$ cat src/rtl/jf_pkg.sv
// jf_pkg: constants and types shared by the slime control path and its renderer.
//   JF_TICK_VAL : ipcnt value that marks one game tick
//   JF_SLIM_W/H : slime sprite box (34x33), shared with the renderer
//   state_e     : slime freeze FSM states (StDead only with SLIM_FREEZE_SHATTER_EN)
package jf_pkg;

   localparam logic [31:0] JF_TICK_VAL = 32'd6000000;
   localparam int unsigned JF_SLIM_W   = 34;
   localparam int unsigned JF_SLIM_H   = 33;

   typedef enum logic [2:0] {
      StActive,
      StFrozen,
      StWarn,
      StImmune
`ifdef SLIM_FREEZE_SHATTER_EN
      , StDead
`endif
   } state_e;

endpackage

$ cat src/rtl/box_overlap.sv
// box_overlap: combinational, inclusive axis-aligned box overlap test.
//   a_x_i/a_y_i : top-left of box A (A_W x A_H)
//   b_x_i/b_y_i : top-left of box B (B_W x B_H)
//   overlap_o   : 1 when the boxes share at least one pixel
// Sums are widened by one bit so edges past the screen never wrap.
module box_overlap #(
   parameter int unsigned A_W = 34,
   parameter int unsigned A_H = 33,
   parameter int unsigned B_W = 8,
   parameter int unsigned B_H = 8
) (
   input  logic [9:0] a_x_i,
   input  logic [8:0] a_y_i,
   input  logic [9:0] b_x_i,
   input  logic [8:0] b_y_i,
   output logic       overlap_o
);

   logic [10:0] ax, bx;
   logic [9:0]  ay, by;
   logic        x_ok, y_ok;

   assign ax = {1'b0, a_x_i};
   assign bx = {1'b0, b_x_i};
   assign ay = {1'b0, a_y_i};
   assign by = {1'b0, b_y_i};

   assign x_ok = (bx <= ax + 11'(A_W - 1)) && (bx + 11'(B_W - 1) >= ax);
   assign y_ok = (by <= ay + 10'(A_H - 1)) && (by + 10'(B_H - 1) >= ay);

   assign overlap_o = x_ok & y_ok;

endmodule

$ cat src/rtl/slim_freeze_ctrl.sv
// slim_freeze_ctrl: ice-shot hit detection and freeze/thaw/immunity timing for the slime.
//   clk, rst            : clock, synchronous active-high reset
//   ipcnt               : free-running counter; a tick is ipcnt == TICK_VAL
//   x_slim/y_slim       : slime top-left;  x_shot/y_shot/shot_valid : ice shot
//   slim_frozen         : FROZEN/WARN (and DEAD) level to the renderer
//   thaw_warn           : final WARN_TICKS of a freeze
//   shot_hit            : one-cycle pulse retiring the shot
//   freeze_event        : one-cycle pulse on entry to FROZEN
//   hit_cnt             : accumulated hits
//   slim_dead           : shattered; constant 0 unless SLIM_FREEZE_SHATTER_EN is defined
// All outputs are registered.
module slim_freeze_ctrl
   import jf_pkg::*;
#(
   parameter logic [31:0] TICK_VAL        = JF_TICK_VAL,
   parameter int unsigned SLIM_W          = JF_SLIM_W,
   parameter int unsigned SLIM_H          = JF_SLIM_H,
   parameter int unsigned SHOT_W          = 8,
   parameter int unsigned SHOT_H          = 8,
   parameter int unsigned HITS_TO_FREEZE  = 2,
   parameter int unsigned FREEZE_TICKS    = 120,
   parameter int unsigned WARN_TICKS      = 16,
   parameter int unsigned IMMUNE_TICKS    = 32,
   parameter int unsigned HIT_DECAY_TICKS = 64
) (
   input  logic        clk,
   input  logic        rst,
   input  logic [31:0] ipcnt,
   input  logic [9:0]  x_slim,
   input  logic [8:0]  y_slim,
   input  logic        shot_valid,
   input  logic [9:0]  x_shot,
   input  logic [8:0]  y_shot,
   output logic        slim_frozen,
   output logic        thaw_warn,
   output logic        shot_hit,
   output logic        freeze_event,
   output logic [2:0]  hit_cnt,
   output logic        slim_dead
);

   state_e      state_q, state_d;
   logic [15:0] timer_q, timer_d;
   logic [15:0] decay_q, decay_d;
   logic [2:0]  hit_cnt_q, hit_cnt_d, cnt_inc;
   logic        hit_lock_q, hit_lock_d;
   logic        shot_hit_q, shot_hit_d;
   logic        freeze_event_q, freeze_event_d;
   logic        slim_frozen_q, slim_frozen_d;
   logic        thaw_warn_q, thaw_warn_d;
   logic        overlap, tick, hit;

   box_overlap #(
      .A_W (SLIM_W),
      .A_H (SLIM_H),
      .B_W (SHOT_W),
      .B_H (SHOT_H)
   ) u_box_overlap (
      .a_x_i     (x_slim),
      .a_y_i     (y_slim),
      .b_x_i     (x_shot),
      .b_y_i     (y_shot),
      .overlap_o (overlap)
   );

   assign tick = (ipcnt == TICK_VAL);
   // hit_lock makes a shot that lingers over the slime count only once.
   assign hit  = shot_valid & overlap & ~hit_lock_q;

   always_comb begin
      state_d        = state_q;
      timer_d        = timer_q;
      decay_d        = decay_q;
      hit_cnt_d      = hit_cnt_q;
      shot_hit_d     = 1'b0;
      freeze_event_d = 1'b0;
      cnt_inc        = hit_cnt_q + 3'd1;

      unique case (state_q)
         StActive: begin
            if (hit) begin
               shot_hit_d = 1'b1;
               decay_d    = '0;
               if (cnt_inc == 3'(HITS_TO_FREEZE)) begin
                  state_d        = StFrozen;
                  freeze_event_d = 1'b1;
                  hit_cnt_d      = '0;
                  timer_d        = 16'(FREEZE_TICKS);
               end else begin
                  hit_cnt_d = cnt_inc;
               end
            end else if (tick && (hit_cnt_q != 3'd0)) begin
               if (decay_q == 16'(HIT_DECAY_TICKS - 1)) begin
                  hit_cnt_d = hit_cnt_q - 3'd1;
                  decay_d   = '0;
               end else begin
                  decay_d = decay_q + 16'd1;
               end
            end
         end
         StFrozen: begin
            shot_hit_d = hit;
            if (tick) begin
               timer_d = timer_q - 16'd1;
               if (timer_d == 16'(WARN_TICKS)) state_d = StWarn;
            end
`ifdef SLIM_FREEZE_SHATTER_EN
            if (hit) state_d = StDead;
`endif
         end
         StWarn: begin
            shot_hit_d = hit;
            if (tick) begin
               timer_d = timer_q - 16'd1;
               if (timer_d == 16'd0) begin
                  state_d = StImmune;
                  timer_d = 16'(IMMUNE_TICKS);
               end
            end
`ifdef SLIM_FREEZE_SHATTER_EN
            if (hit) state_d = StDead;
`endif
         end
         StImmune: begin
            shot_hit_d = hit;
            if (tick) begin
               timer_d = timer_q - 16'd1;
               if (timer_d == 16'd0) state_d = StActive;
            end
         end
`ifdef SLIM_FREEZE_SHATTER_EN
         StDead: ;  // held until rst
`endif
         default: state_d = StActive;
      endcase

      if (!shot_valid)     hit_lock_d = 1'b0;
      else if (shot_hit_d) hit_lock_d = 1'b1;
      else                 hit_lock_d = hit_lock_q;

      slim_frozen_d = (state_d == StFrozen) || (state_d == StWarn);
`ifdef SLIM_FREEZE_SHATTER_EN
      if (state_d == StDead) slim_frozen_d = 1'b1;
`endif
      thaw_warn_d = (state_d == StWarn);
   end

   always_ff @(posedge clk) begin
      if (rst) begin
         state_q        <= StActive;
         timer_q        <= '0;
         decay_q        <= '0;
         hit_cnt_q      <= '0;
         hit_lock_q     <= 1'b0;
         shot_hit_q     <= 1'b0;
         freeze_event_q <= 1'b0;
         slim_frozen_q  <= 1'b0;
         thaw_warn_q    <= 1'b0;
      end else begin
         state_q        <= state_d;
         timer_q        <= timer_d;
         decay_q        <= decay_d;
         hit_cnt_q      <= hit_cnt_d;
         hit_lock_q     <= hit_lock_d;
         shot_hit_q     <= shot_hit_d;
         freeze_event_q <= freeze_event_d;
         slim_frozen_q  <= slim_frozen_d;
         thaw_warn_q    <= thaw_warn_d;
      end
   end

`ifdef SLIM_FREEZE_SHATTER_EN
   logic slim_dead_q;
   always_ff @(posedge clk) begin
      if (rst) slim_dead_q <= 1'b0;
      else     slim_dead_q <= (state_d == StDead);
   end
   assign slim_dead = slim_dead_q;
`else
   assign slim_dead = 1'b0;
`endif

   assign slim_frozen  = slim_frozen_q;
   assign thaw_warn    = thaw_warn_q;
   assign shot_hit     = shot_hit_q;
   assign freeze_event = freeze_event_q;
   assign hit_cnt      = hit_cnt_q;

endmodule

$ cat config.mk
export PLATFORM = sky130hd
export DESIGN_NAME = slim_freeze_ctrl
export DESIGN_NICKNAME = d
export VERILOG_FILES = /design/src/rtl/jf_pkg.sv /design/src/rtl/box_overlap.sv /design/src/rtl/slim_freeze_ctrl.sv
export SDC_FILE = /design/constraint.sdc
export NUM_CORES = 1
export LEC_CHECK = 0
export ABC_AREA = 1
export ABC_CLOCK_PERIOD_IN_PS = 2800
export CAP_MARGIN = 20
export CORE_MARGIN = 2
export CORE_UTILIZATION = 37
export CTS_CLUSTER_DIAMETER = 80
export CTS_CLUSTER_SIZE = 16
export DETAILED_ROUTE_END_ITERATION = 8
export GPL_TIMING_DRIVEN = 0
export PLACE_DENSITY = 0.58
export SYNTH_ARGS = -nofsm -noshare
export SYNTH_HDL_FRONTEND = slang
export SYNTH_SLANG_ARGS = --single-unit
$ cat constraint.sdc
create_clock -name clk -period 2.8 [get_ports clk]
set_input_delay 0.28 -clock clk [delete_from_list [all_inputs] [get_ports clk]]
set_output_delay 0.28 -clock clk [all_outputs]
set_load 0.005 [all_outputs]
---- Word level (Yosys, flattened, before mapping) ----
Cells that the tools add are included.
storage, ports and cells
  bits in registers ....................... 43
  output and inout port bits .............. 8
  word-level logic and storage cells ...... 83
cells by class
  add/subtract/negate cells ............... 8
  order comparisons ....................... 4
  eq/ne operators ......................... 13
  multiplexer cells ....................... 25
  bitwise operators ....................... 7
  reductions and logical operators ........ 17
operators by type and width
  kind                                                   number
  2-to-1 mux 16 bit                                      8
  one-hot mux 16 bit (3 select lines)                    1
  2-to-1 mux 3 bit                                       12
  equality test 32 x 23 -> 1 bit, second input constant  1
  adder 16 x 1 -> 16 bit, second input constant          1
  equality test 16 x 5 -> 1 bit, second input constant   1
  equality test 16 x 6 -> 1 bit, second input constant   1
  zero test 16 bit                                       1
  subtractor 16 x 1 -> 16 bit, second input constant     1
  equality test 3 x 2 -> 1 bit, second input constant    4
  one-hot mux 3 bit (4 select lines)                     1
  adder 10 x 3 -> 11 bit, second input constant          1
  adder 10 x 6 -> 11 bit, second input constant          1
  greater-or-equal comparator 11 x 10 -> 1 bit           1
  <= comparator 10 x 11 -> 1 bit                         1
  adder 9 x 3 -> 10 bit, second input constant           1
  adder 9 x 6 -> 10 bit, second input constant           1
  greater-or-equal comparator 10 x 9 -> 1 bit            1
  <= comparator 9 x 10 -> 1 bit                          1
  equality test 3 x 1 -> 1 bit, second input constant    2
  inequality test 2 bit, second input constant           3
  nonzero test 3 bit                                     2
  OR reduction 3 bit                                     2
  AND reduction 5 bit                                    1
  other kinds (14)                                       24

---- Longest topological paths before layout ----
Gate-level depths: netlist of run 1.
  depth in word-level cells ............... 10
  gate-level depth with buffers ........... 22
  depth with buffers taken out ............ 21

---- By module ----
A second synthesis of run 1 with hierarchy kept.
second synthesis, totals
  cells, all modules ...................... 675
  area total of the unflattened synthesis .. 4383.0 µm²
modules (own cells, without submodules)
  module            instances  cells an instance  area each (µm²)  sequential area each (µm²)
  slim_freeze_ctrl  1          426                2867.8           860.8
  box_overlap       1          249                1515.2           0.0

---- Least setup slack after synthesis of run 1 ----
Ideal clock, no wire load.
  path kind ............................... input to register
  start point ............................. input port x_shot[0]
  end point ............................... register timer_q[5]
  arrival ................................. 2.438 ns
  slack ................................... 0.251 ns
  cell stages on the path ................. 20
  buffers on the path ..................... 1
  cells stage by stage .................... inv_1 ha_1 a21oi_2 nand3_1 xnor2_1 ha_1 nand2_1 nor3_1 nand2_1 nand4_1 nand2_1 nand2_1 nand2_2 nor2_4 nand4_4 buf_6 nand2_4 inv_2 nor2_1 nor2_1
between the ends
  word-level cells in the longest chain between the ends .. 8
  elaborated cells on any way between the ends .. 9
  those cells by class .................... 1 x add/sub; 2 x order compare; 1 x eq/ne; 3 x bitwise; 2 x reduce/logical
RTL lines
  element                                       RTL line                 RTL
  start: declaration                            slim_freeze_ctrl.sv:32   input logic [9:0] x_shot,
  adder 10 x 3 -> 11 bit                        box_overlap.sv:28        assign x_ok = (bx <= ax + 11'(A_W - 1)) && (bx + 11'(B_W - 1) >= ax);
  greater-or-equal comparator 11 x 10 -> 1 bit  box_overlap.sv:28
  logical AND 1 bit (*)                         box_overlap.sv:28
  AND 1 bit (*)                                 box_overlap.sv:31        assign overlap_o = x_ok & y_ok;
  AND 1 bit (*) (2 in a row)                    slim_freeze_ctrl.sv:68   assign hit = shot_valid & overlap & ~hit_lock_q;
  inequality test 2 bit (no source line) (*)    -
  AND reduction 5 bit (no source line) (*)      -
  end signal: assignment                        slim_freeze_ctrl.sv:161  timer_q <= timer_d;
  end: declaration                              slim_freeze_ctrl.sv:43   logic [15:0] timer_q, timer_d;
Every way passes the cells marked *; elsewhere a longest branch is shown, timed or not.
A chain may end at the register's enable or synchronous reset.

---- Worst setup path in the final report of run 1 ----
  start point ............................. input port y_slim[6]
  end point ............................... register timer_q[12]
between the ends
  word-level cells in the longest chain between the ends .. 8
  elaborated cells on any way between the ends .. 9
  those cells by class .................... 1 x add/sub; 2 x order compare; 1 x eq/ne; 3 x bitwise; 2 x reduce/logical
RTL lines
  element                                     RTL line                RTL
  start: declaration                          slim_freeze_ctrl.sv:30  input logic [8:0] y_slim,
  adder 9 x 6 -> 10 bit                       box_overlap.sv:29       assign y_ok = (by <= ay + 10'(A_H - 1)) && (by + 10'(B_H - 1) >= ay);
  <= comparator 9 x 10 -> 1 bit               box_overlap.sv:29
  logical AND 1 bit (*)                       box_overlap.sv:29
  AND 1 bit (*)                               box_overlap.sv:31
  AND 1 bit (*) (2 in a row)                  slim_freeze_ctrl.sv:68
  inequality test 2 bit (no source line) (*)  -
  AND reduction 5 bit (no source line) (*)    -
Marks and branches as above.

==> impl_metrics.toml, run 1 <==
[synth]
netlist_instances = 753
yosys.area.top_type = "dfxtp_1"
yosys.cell_types.count = 44
avgSynthCellArea_sq_um = 6.314
async_reset_ff_share_pct = 0
yosysWarnings = 0
yosysTopAreaCellShare_pct = 18.11
synth_seq_area_share_pct = 18.11
synth_area_sq_um = 4755
synth-seq-cells = 43
synthFlopType = "dfxtp_1"
synth-edff-count = 0
synth_top_cells_by_area = "dfxtp_1 (18%), nand2_1 (14%), ha_1 (13%)"

[power]
ir_drop_mv = 0.1808
p_leak_nw = 3.141
p_total_mw = 1.806
power_density_nw_per_um2 = 287.0

[final_layout]
final_common_cell = "nand2_1"
drive_gt1_share_pct = 15.87
mostFrequentLayoutCells = "nand2_1 (166), inv_1 (109), nor2_1 (85)"
multi_input_area_sq_um = 3502
antenna_cells = 0
utilization_pct = 50.08
layout.nets = 984
regArea_sq_um = 860.8
nFillCells = 1318
syn2layout_area_growth_pct = 32.39

[clock_network]
cts_root_buffer = "clkbuf_16"
clockBufferDepth = 2
worstSkewPairLatency_ns = 0.29
cts_made_buffers = 5
cts.sinks = 43
path_clk_slew_ns = 0.07
cts_tree = "yes"
htreeDepth = 2

[setup_path]
cp-end-kind = "register"
start_kind = "primary input"
ff2ff_setup_slack_ns = 0.59
crit_chain = "clkdlybuf4s50_1 > ha_1 > xnor2_1 > ha_1 > nand2_1 > nand2_1 > nand3_1 > nand2_1 > clkinv_1 > nand3_2 > a21oi_4 > nand2_2 > nor2_4 > nand4_4 > buf_6 > a21oi_1 > nor2_1"
cp.arrival_ns = 2.75
crit_top_cell = "nand2_1"
slowest_delay_ns = 0.47
crit_type = "primary input to register"
cp_top_family = "simple AND/OR/NAND/NOR gates"
cp.required_ns = 2.97
cp.buffers_inverters = 3
slowest_stage = "clkdlybuf4s50_1"
worstPathMaxFanout = 10

[drt]
drtIter0Drc = 195
wl_met1_mm = 5.535
ant_nets = 0
dr.pass1.iters = 4
wirelength_mm = 12.17
wl_met3_microns = 515
highest_layer = "met4"
vias_per_cell = 4.776
wl_per_cell_microns = 11.76
dr_wl_met2_mm = 6.017
drcViolationCount = 0
vias = 4943

[floorplan]
core_area_sq_um = 12570
start_util_pct = 37.83
die_x_microns = 117.4
io_pins = 81
rows = 41
die_area_sq_um = 13770
die_h_microns = 117.4

[run]
drv_cap = 0

[grt]
grt_pass1_vias = 4729
grt_use_total_pct = 17.67
grt_max_degree = 15
antenna_found_initial = 0
grt_overflow = 0
grt_pass1_wl_mm = 20.86

[sta]
post-route-period-util_pct = 92.19
period_needed_ns = 2.581
setup_viol = 0
skew_ns = 0.01010
maxSlewViolCount = 0
clock.fmax_mhz = 387.4
finalHoldViolCount = 0
relSlewSlack_pct = 62.36
holdWs_ns = 0.4823
tightest_slew_ns = 0.5603

[placed_design]
post-dp-hpwl_mm = 9.594
portBuffers = 79
gp_congestion = 0.8936

[status]
status = "completed"

[worst_hold_path]
hp-class = "register to register"
worst register-to-register path: stages (launching register included):
cell,delay (ns)
dfxtp_1,0.33
inv_2,0.13
ha_1,0.26
nand3_4,0.13
nor2_4,0.17
nand2_1,0.07
nand2_1,0.06
nand2_1,0.07
nor2_1,0.12
nand3_1,0.12
nor2_4,0.15
nand2_1,0.11
o21ai_0,0.27
nor2_2,0.07
nor2_1,0.08
state kept, by name (all words and copies together) (netlist names):
name          cells
thaw_warn         1
freeze_event      1
hit_lock_q        1
timer_q          16
slim_frozen       1
decay_q          16
hit_cnt           3
shot_hit          1
state_q           3
metrics by stage:
step	TNS, ns	std cells	setup WS (ns)	area (sq um)
after global routing	-0.08246	1035	-0.02136	6295
final	0	1035	0.2188	6295
after global placement	-24.11	1005	-0.7089	5764
after detailed placement	-25.34	1005	-0.7305	5764
after CTS	0	1030	0.02130	6186
after floorplan	0	754	0.2508	4758
worst paths after layout:
path / startpoint / end / cells past startpoint
worst max register to register: timer_q[0] / timer_q[5] / 14
worst max-delay path: y_slim[6] / timer_q[12] / 17
worst min-delay path: decay_q[6] / decay_q[6] / 2
worst min register to register: decay_q[6] / decay_q[6] / 2
repair_timing:
item                       CTS  global route
gates cloned                 1             0
hold buffers                 0             0
gates resized for setup     46            48
setup endpoints to repair   41            41
setup buffers               16             5
pin swaps                   17            15
final cells by class:
type | instances | share of cell area, %
flip-flops and latches | 43 | 13.68
well taps | 172 | 3.419
multi-input cells | 570 | 55.64
clock inverters | 3 | 0.6957
inverters | 126 | 7.513
repair buffers | 101 | 15.36
clock buffers | 5 | 1.988
plain buffers | 15 | 1.709
power by group:
group | switching (mW) | internal, mW | leakage, nW | total, mW
Clock | 0.261 | 0.421 | 0.0838 | 0.683
Combinational | 0.260 | 0.247 | 2.71 | 0.507
Sequential | 0.00313 | 0.614 | 0.347 | 0.617
Yosys cell counts, types with 2 or more instances:
library cell  count
nand4_4           2
buf_6             4
xnor2_1          10
nor2_4            6
nand3_2           6
nand2_2           9
nor4_1            7
nor3_1           13
clkbuf_1          6
o21ai_0           9
nand3b_1          4
inv_1           116
nand2_1         174
nor2_2            7
inv_2             7
nand4_1          17
dfxtp_1          43
buf_2             3
a21o_1            2
nand2_4           5
nor2_1           89
ha_1             49
o21ai_2           2
xor2_1           31
nand3_1          64
and2_1            2
clkinv_1          3
a21oi_1          47
metal layers:
metal,vias up,GRT usage (%)
met5,-,0
met4,0,4.066
met3,9,2.772
met2,102,31.91
met1,2220,21.99
li1,2612,-
cells by family after synthesis:
logic type,Yosys count,share of synthesized area (%)
adder cells (fa/ha/maj),49,12.89
flip-flops,43,18.11
buffers and inverters,141,12.00
AO/OA/AOI/OAI,66,7.763
AND/OR/NAND/NOR,411,41.26
other,1,0.07887
XOR/XNOR,42,7.895
No activity file was read; power rests on OpenSTA's default activity.
==> run 2, diff against run 1 <==
CORE_ASPECT_RATIO = 1.25   (was unset)
CTS_BUF_LIST = sky130_fd_sc_hd__clkbuf_8 sky130_fd_sc_hd__clkbuf_16   (was unset)
==> run 2 against run 1 <==
Compared with the run above:
- global-route usage up 0.97 points
- combinational power down 1%
- sequential power about the same
- via count about the same
- worst hold slack better by 0.0078 ns
- routed wire length up 2.2%
- maximum frequency up 0.49%
- critical path type unchanged
- critical endpoint is now decay_q[11]
==> impl_metrics.toml, run 2 (synthesis gave the netlist of run 1 again) <==
[run]
drv_cap = 0

[setup_path]
start_kind = "primary input"
rr_worst_depth = 15
cp.arrival_ns = 2.79
r2r-start = "timer_q[0]"
worstPathMaxFanout = 7
ff2ff_setup_slack_ns = 0.62
cp-end-kind = "register"
r2r-end = "timer_q[1]"
cp.required_ns = 3.02
crit_type = "primary input to register"

[grt]
grt_pass1_wl_mm = 21.34
grt_use_total_pct = 18.64
grt_pass1_vias = 4932
grt_max_degree = 14
antenna_found_initial = 0
grt_overflow = 0

[worst_hold_path]
min_from = "decay_q[5]"
whs_path_depth = 2
holdPathEnd = "decay_q[5]"
hp-class = "register to register"

[final_layout]
reg.largest.list = "decay_q x16, timer_q x16"
fin_area_sq_um = 6252
syn2layout_area_growth_pct = 31.50
utilization_pct = 49.60
layout.nets = 981
antenna_cells = 0
mostFrequentLayoutCells = "nand2_1 (169), inv_1 (110), nor2_1 (88)"
final_common_cell = "nand2_1"
drive_gt1_share_pct = 14.07

[placed_design]
dp_slack_ns = -0.7281
gp_congestion = 0.8970
post-dp-hpwl_mm = 9.944
place_area_sq_um = 5759
portBuffers = 79

[power]
p_leak_nw = 3.117
p_switching_mw = 0.5112
power_density_nw_per_um2 = 270.6
p_clk_share_pct = 33.8
combPwrFrac_pct = 29.7
p_int_mw = 1.181
p_total_mw = 1.692
p_seq_share_pct = 36.5
ir_drop_mv = 0.1980
p_sw_share_pct = 30.22

[drt]
wl_per_cell_microns = 12.10
dr.pass1.iters = 4
wirelength_mm = 12.44
vias_per_cell = 4.812
drtIter0Drc = 113
drcViolationCount = 0
vias = 4947
ant_nets = 0

[sta]
maxSlewViolCount = 0
period_needed_ns = 2.569
setup_viol = 0
finalWorstSetupSlack_ns = 0.2314
holdWs_ns = 0.4901
relSlewSlack_pct = 59.11
finalHoldViolCount = 0
tightest_slew_ns = 0.6086
skew_ns = 0.002547
post-route-period-util_pct = 91.74
rsz0062_at_grt = "no"
clock.fmax_mhz = 389.3

[clock_network]
worstSkewPairLatency_ns = 0.28
clockBufferDepth = 2
path_clk_slew_ns = 0.06
ctsHoldBuffers = 0
cts_root_buffer = "clkbuf_16"
htreeDepth = 2
cts_tree = "yes"
cts.sinks = 43
cts_made_buffers = 5

[status]
status = "completed"

[floorplan]
die_area_sq_um = 13780
io_pins = 81
core_area_sq_um = 12600
die_x_microns = 105.4
die_h_microns = 130.7
rows = 46
start_util_pct = 37.72
## run 2: cell types whose count changed in the layout (fill, tap and decap cells not counted), moves of 2 or more
cell | before | now
nand3_1 | 58 | 60
a21oi_1 | 40 | 44
buf_4 | 19 | 16
nand2_4 | 5 | 3
nand2_1 | 166 | 169
nand2_2 | 17 | 14
nor2_1 | 85 | 88
ha_1 | 46 | 44
nor2_2 | 11 | 8
nand3_4 | 3 | 1
nand2_8 | 0 | 2
ha_4 | 2 | 4
clkdlybuf4s15_1 | 0 | 3
a21oi_2 | 7 | 2
## run 2: worst max-delay path, cell delays in order
cell and delay [ns]:
clkdlybuf4s50_1 0.56, nand3_1 0.12, xor2_1 0.16, ha_1 0.32, nand2_1 0.08, nor2_1 0.05, nand3_1 0.08, nand3_2 0.09
a21oi_4 0.19, buf_4 0.14, nand4_4 0.18, nand2_8 0.13, buf_4 0.16, nand3_1 0.10, a21oi_2 0.15
## run 2: how the worst max path moves through the flow
stage | from | to | depth (start not counted)
2_1_floorplan | x_shot[0] | timer_q[5] | 20
3_3_place_gp | x_slim[2] | decay_q[10] | 19
3_5_place_dp | x_slim[2] | decay_q[14] | 19
4_1_cts | x_slim[2] | decay_q[14] | 19
5_1_grt | x_shot[3] | timer_q[14] | 23
6_report | y_slim[7] | decay_q[11] | 15
## run 2: power groups by stage
stage	combinational [mW]	sequential, mW	clock [mW]
floorplan	0.266	0.631	0
global placement	0.441	0.632	0
finish	0.502	0.618	0.572
global route	0.570	0.618	0.617
CTS	0.483	0.618	0.590
detailed placement	0.453	0.632	0
## run 2: stage by stage
stage	instances	TNS (ns)
global route	1028	0
CTS	1023	0
global placement	1001	-23.68
floorplan	754	0
finish	1028	0
detailed placement	1001	-24.60
## run 2: layout make-up
| cell class | count | area (sq um) |
|---|---|---|
| inverter | 126 | 475.5 |
| clock buffer | 5 | 125.1 |
| buffer | 15 | 111.4 |
| clock inverter | 3 | 16.27 |
| multi-input combinational | 570 | 3497 |
| fill | 1305 | 6352 |
| tap | 168 | 210.2 |
| timing repair buffer | 98 | 955.9 |
| sequential | 43 | 860.8 |
## run 2: metal layers
layer	up-vias	track usage [%]	routed length, microns
met5	-	0	0
met4	0	5.569	150
met3	14	2.331	459
met2	95	36.24	6624
met1	2231	21.18	5201
li1	2607	-	-
## run 2: timing repair
item                       4_1_cts  5_1_grt
gates cloned                     1        0
setup endpoints to repair       41       41
setup buffers                   13        5
pin swaps                       18       11
resized for setup               44       41
==> RTL change 1, RTL diff (flow settings as in run 1) <==
The output `thaw_warn` loses its register stage (`thaw_warn_q` becomes a continuous assignment).
--- a/src/rtl/slim_freeze_ctrl.sv
+++ b/src/rtl/slim_freeze_ctrl.sv
@@ -156,5 +156,4 @@
          freeze_event_q <= 1'b0;
          slim_frozen_q  <= 1'b0;
-         thaw_warn_q    <= 1'b0;
       end else begin
          state_q        <= state_d;
@@ -166,7 +165,8 @@
          freeze_event_q <= freeze_event_d;
          slim_frozen_q  <= slim_frozen_d;
-         thaw_warn_q    <= thaw_warn_d;
       end
    end
+
+   assign thaw_warn_q = thaw_warn_d;
 
 `ifdef SLIM_FREEZE_SHATTER_EN
Behaviour: no difference found for any inputs over 10 cycles, from zero or initial values and one cycle with rst high; that may be too few to reach the edited logic, so the function may still have changed.
==> RTL change 1 against run 1 <==
  * Synthesized cell count shrank 4.2%
  * Cell count shrank 5.8%
  * Routed wire length shrank 3.0%
  * Sequential cell count shrank 1
  * Setup slack lost 0.18 ns
  * Critical path depth grew 1
  * Total power shrank 1.6%
  * Area after synthesis shrank 6.3%
  * Final area shrank 4.3%
  * First-iteration DRC count shrank 11%
==> RTL change 1: results <==
set metrics [dict create \
    num_vias 4667 \
    dp_slack_ns -1.18 \
    fin_crit_ns 2.76 \
    fillCellCount 1218 \
    firstDrtPassIters 5 \
    synth_ff_type "dfxtp_1" \
    crit_fanout 3 \
    max_stage_delay_ns 0.30 \
    cts_buffers 5 \
    nets 950 \
    status "finished, final reports clean" \
    grt_pass1_vias 4522 \
    gp_congestion 0.855 \
    irDropWorstVdd_uv 258 \
    critPathSlowestCell "ha_1" \
    r2r_slack_ns 0.57 \
    p_leak_nw 2.84 \
    finClkSkew_ns 0.00625 \
    finalWirelength_um 11800 \
    grt_max_degree 13 \
    ys_seq_area_share_pct 18.9 \
    crit_arrival_ns 2.48 \
    hold_slack_ns 0.483 \
    drive_gt1_share_pct 14.3 \
    drt_iter0_drc 173 \
    power.internal_w 0.00129 \
    dp_hpwl_um 9180 \
    grt_pass1_wl_um 20200 \
    synth.distinct_cells 39 \
]
RTL change 1: kinds of logic (layout without fill, tap and decap cells):
family	Yosys count	in the layout	synth area share, %
other cells	1	2	0.0842
simple gates	387	387	37.9
compound gates	72	72	9.38
xor+xnor	45	45	8.85
fa+ha+maj	49	49	13.8
flops	42	42	18.9
buf+inv	125	231	11.1
RTL change 1: power groups by stage:
stage                     Sequential, W  Combinational (W)  Clock [W]
after floorplan                0.000618           0.000248          0
after global placement         0.000618           0.000426          0
after detailed placement       0.000618           0.000436          0
after CTS                      0.000605           0.000476   0.000687
after global routing           0.000605           0.000574   0.000709
final                          0.000605           0.000505   0.000669
RTL change 1: final cells by class:
cell class	instances	area, sq um	area share [%]
multi-input cells	555	3400	56.4
clock buffers	6	139	2.31
plain buffers	12	83.8	1.39
inverters	113	432	7.17
repair buffers	99	915	15.2
flip-flops and latches	42	841	14.0
well taps	147	184	3.05
clock inverters	1	30.0	0.499
RTL change 1: per-layer routing:
metal	vias up	wire, um	part of all wire, %	track usage, %
met5	-	0	0	0
met4	0	82	0.69	3.74
met3	6	310	2.6	2.28
met2	58	5950	50	35.0
met1	2093	5470	46	22.9
li1	2510	-	-	-
RTL change 1: worst paths after layout:
check | from | depth (start not counted) | end
setup reg to reg | timer_q[0]$_SDFFE_PP0P_ | 15 | timer_q[0]$_SDFFE_PP0P_
hold reg to reg | decay_q[9]$_SDFFE_PP0P_ | 2 | decay_q[9]$_SDFFE_PP0P_
hold / removal | decay_q[9]$_SDFFE_PP0P_ | 2 | decay_q[9]$_SDFFE_PP0P_
setup / recovery | x_slim[1] | 18 | thaw_warn
RTL change 1: through the flow:
stage	utilization, %	setup TNS, ns	cell area (sq um)	std cells
3_5_place_dp	45.8	-30.07	5430	948
3_3_place_gp	45.8	-27.87	5430	948
6_report	50.8	0	6020	975
2_1_floorplan	-	0	4460	722
4_1_cts	49.3	-0.00577	5850	970
5_1_grt	50.8	-1.69	6020	975
RTL change 1: tightest hold or removal path, delay by kind of cell, from the launching register on:
kind,cells,cell delay [ns]
compound gates,1,0.05
simple gates,1,0.06
flops,1,0.32
RTL change 1: what timing repair did:
| action | 4_1_cts | 5_1_grt |
|---|---|---|
| pin swaps | 33 | 31 |
| gates resized for setup | 105 | 56 |
| buffers inserted | 15 | 5 |
| gates cloned | 0 | 0 |
| hold endpoints to repair | 0 | 0 |
| setup endpoints to repair | 40 | 37 |
==> RTL change 2, RTL diff (settings of run 1) <==
Without the edit above. Add a define of `SLIM_FREEZE_SHATTER_EN`.
--- a/src/rtl/jf_pkg.sv
+++ b/src/rtl/jf_pkg.sv
@@ -3,4 +3,6 @@
 //   JF_SLIM_W/H : slime sprite box (34x33), shared with the renderer
 //   state_e     : slime freeze FSM states (StDead only with SLIM_FREEZE_SHATTER_EN)
+`define SLIM_FREEZE_SHATTER_EN
+
 package jf_pkg;
 
Behaviour: not the same (Yosys sat finds a counterexample within 10 cycles, from zero or initial values and one cycle with rst high).
==> RTL change 2 against run 1 <==
  * Area after synthesis down 2.6%
  * Routed wire length up 0.85%
  * Final area down 3.5%
  * Worst hold slack worse by 0.088 ns
  * Sequential power up 2%
  * Global-route usage up 1.2 points
  * Sequential cell count up 1
  * Setup slack better by 0.030 ns
  * Total power down 1.5%
  * Critical path type unchanged
  * Critical endpoint is now timer_q[7]$_SDFFE_PP0P_
  * Highest routed layer unchanged
==> RTL change 2: results <==
set metrics [dict create \
    ys_seq_area_share_pct 19.0 \
    grtUsageMet2_pct 34.4 \
    num_vias 4897 \
    drt_iter0_drc 250 \
    wl_met3_um 506 \
    wl_met1_um 5670 \
    grt.total_usage_pct 18.9 \
    dpl_cell_area_sq_um 5630 \
    fillCellCount 1263 \
    finalWirelength_um 12300 \
    p_leak_nw 3.02 \
    post-route-util_pct 50.1 \
    status "finished, final reports clean" \
    r2r_slack_ns 0.48 \
    synthTopCellsByArea "dfxtp_1, nand2_1, ha_1, inv_1, nor2_1" \
    crit_arrival_ns 2.74 \
    worstHoldPathType "input pin to flip-flop" \
    crit_fanout 6 \
    tightest_slew_ns 0.988 \
    gp_congestion 0.877 \
    vias_per_cell 4.81 \
    drive_gt1_share_pct 12.8 \
    endpoint "timer_q[7]$_SDFFE_PP0P_" \
    grt_util_met3_pct 2.72 \
    ys_top_cells_by_count "nand2_1, inv_1, nor2_1" \
    dp_slack_ns -0.756 \
    startpoint "y_shot[1]" \
    r2r-end "slim_frozen$_SDFF_PP0_" \
    finClkSkew_ns 0.00682 \
    hold_slack_ns 0.395 \
    r2r_cells 17 \
    dp_hpwl_um 9680 \
]
-- RTL change 2: cell types whose count changed in the layout (fill, tap and decap cells not counted), sizes merged, moves of 9 or more --
cell   before  now
nand2     188  177
o21ai      11   37
a21oi      49   40
buf        31   21
nand3      71   50
inv       123  137
nand4      19   28
-- RTL change 2: layout make-up --
class                      count  area share (%)
buffer                        12            1.42
clock buffer                   5            2.06
clock inverter                 3           0.762
inverter                     139            8.61
multi-input combinational    557            54.9
sequential                    44            14.5
tap                          168            3.46
timing repair buffer          91            14.3
-- RTL change 2: power breakdown --
group	switching [W]	internal, W	total (W)	leakage [nW]
Clock	0.000270	0.000424	0.000695	0.0804
Sequential	0.00000180	0.000628	0.000630	0.354
Combinational	0.000241	0.000214	0.000455	2.59
Total	0.000513	0.00127	0.00178	3.02
-- RTL change 2: kinds of logic (layout without fill, tap and decap cells) --
| logic type | Yosys count | after routing | share of synthesized area [%] |
|---|---|---|---|
| buf+inv | 151 | 250 | 12.6 |
| compound gates | 91 | 91 | 10.8 |
| simple gates | 377 | 377 | 36.8 |
| xor+xnor | 40 | 40 | 7.57 |
| flops | 44 | 44 | 19.0 |
| fa+ha+maj | 49 | 49 | 13.2 |
-- RTL change 2: critical path: stages --
cell and delay, ns:
clkbuf_2 0.10, inv_1 0.08, ha_2 0.19, nand2_1 0.07, nand2_2 0.08, xor2_1 0.15
inv_1 0.06, ha_1 0.28, nand2_2 0.07, nor2_4 0.13, nand3_1 0.09, nand3_1 0.10
nand2_1 0.06, nand2_1 0.07, nand2_1 0.07, nand2_2 0.07, nand2_1 0.05, nor2_1 0.11
nand4_2 0.17, nand2_4 0.17, buf_4 0.16, o21a_1 0.11, nor2_1 0.04
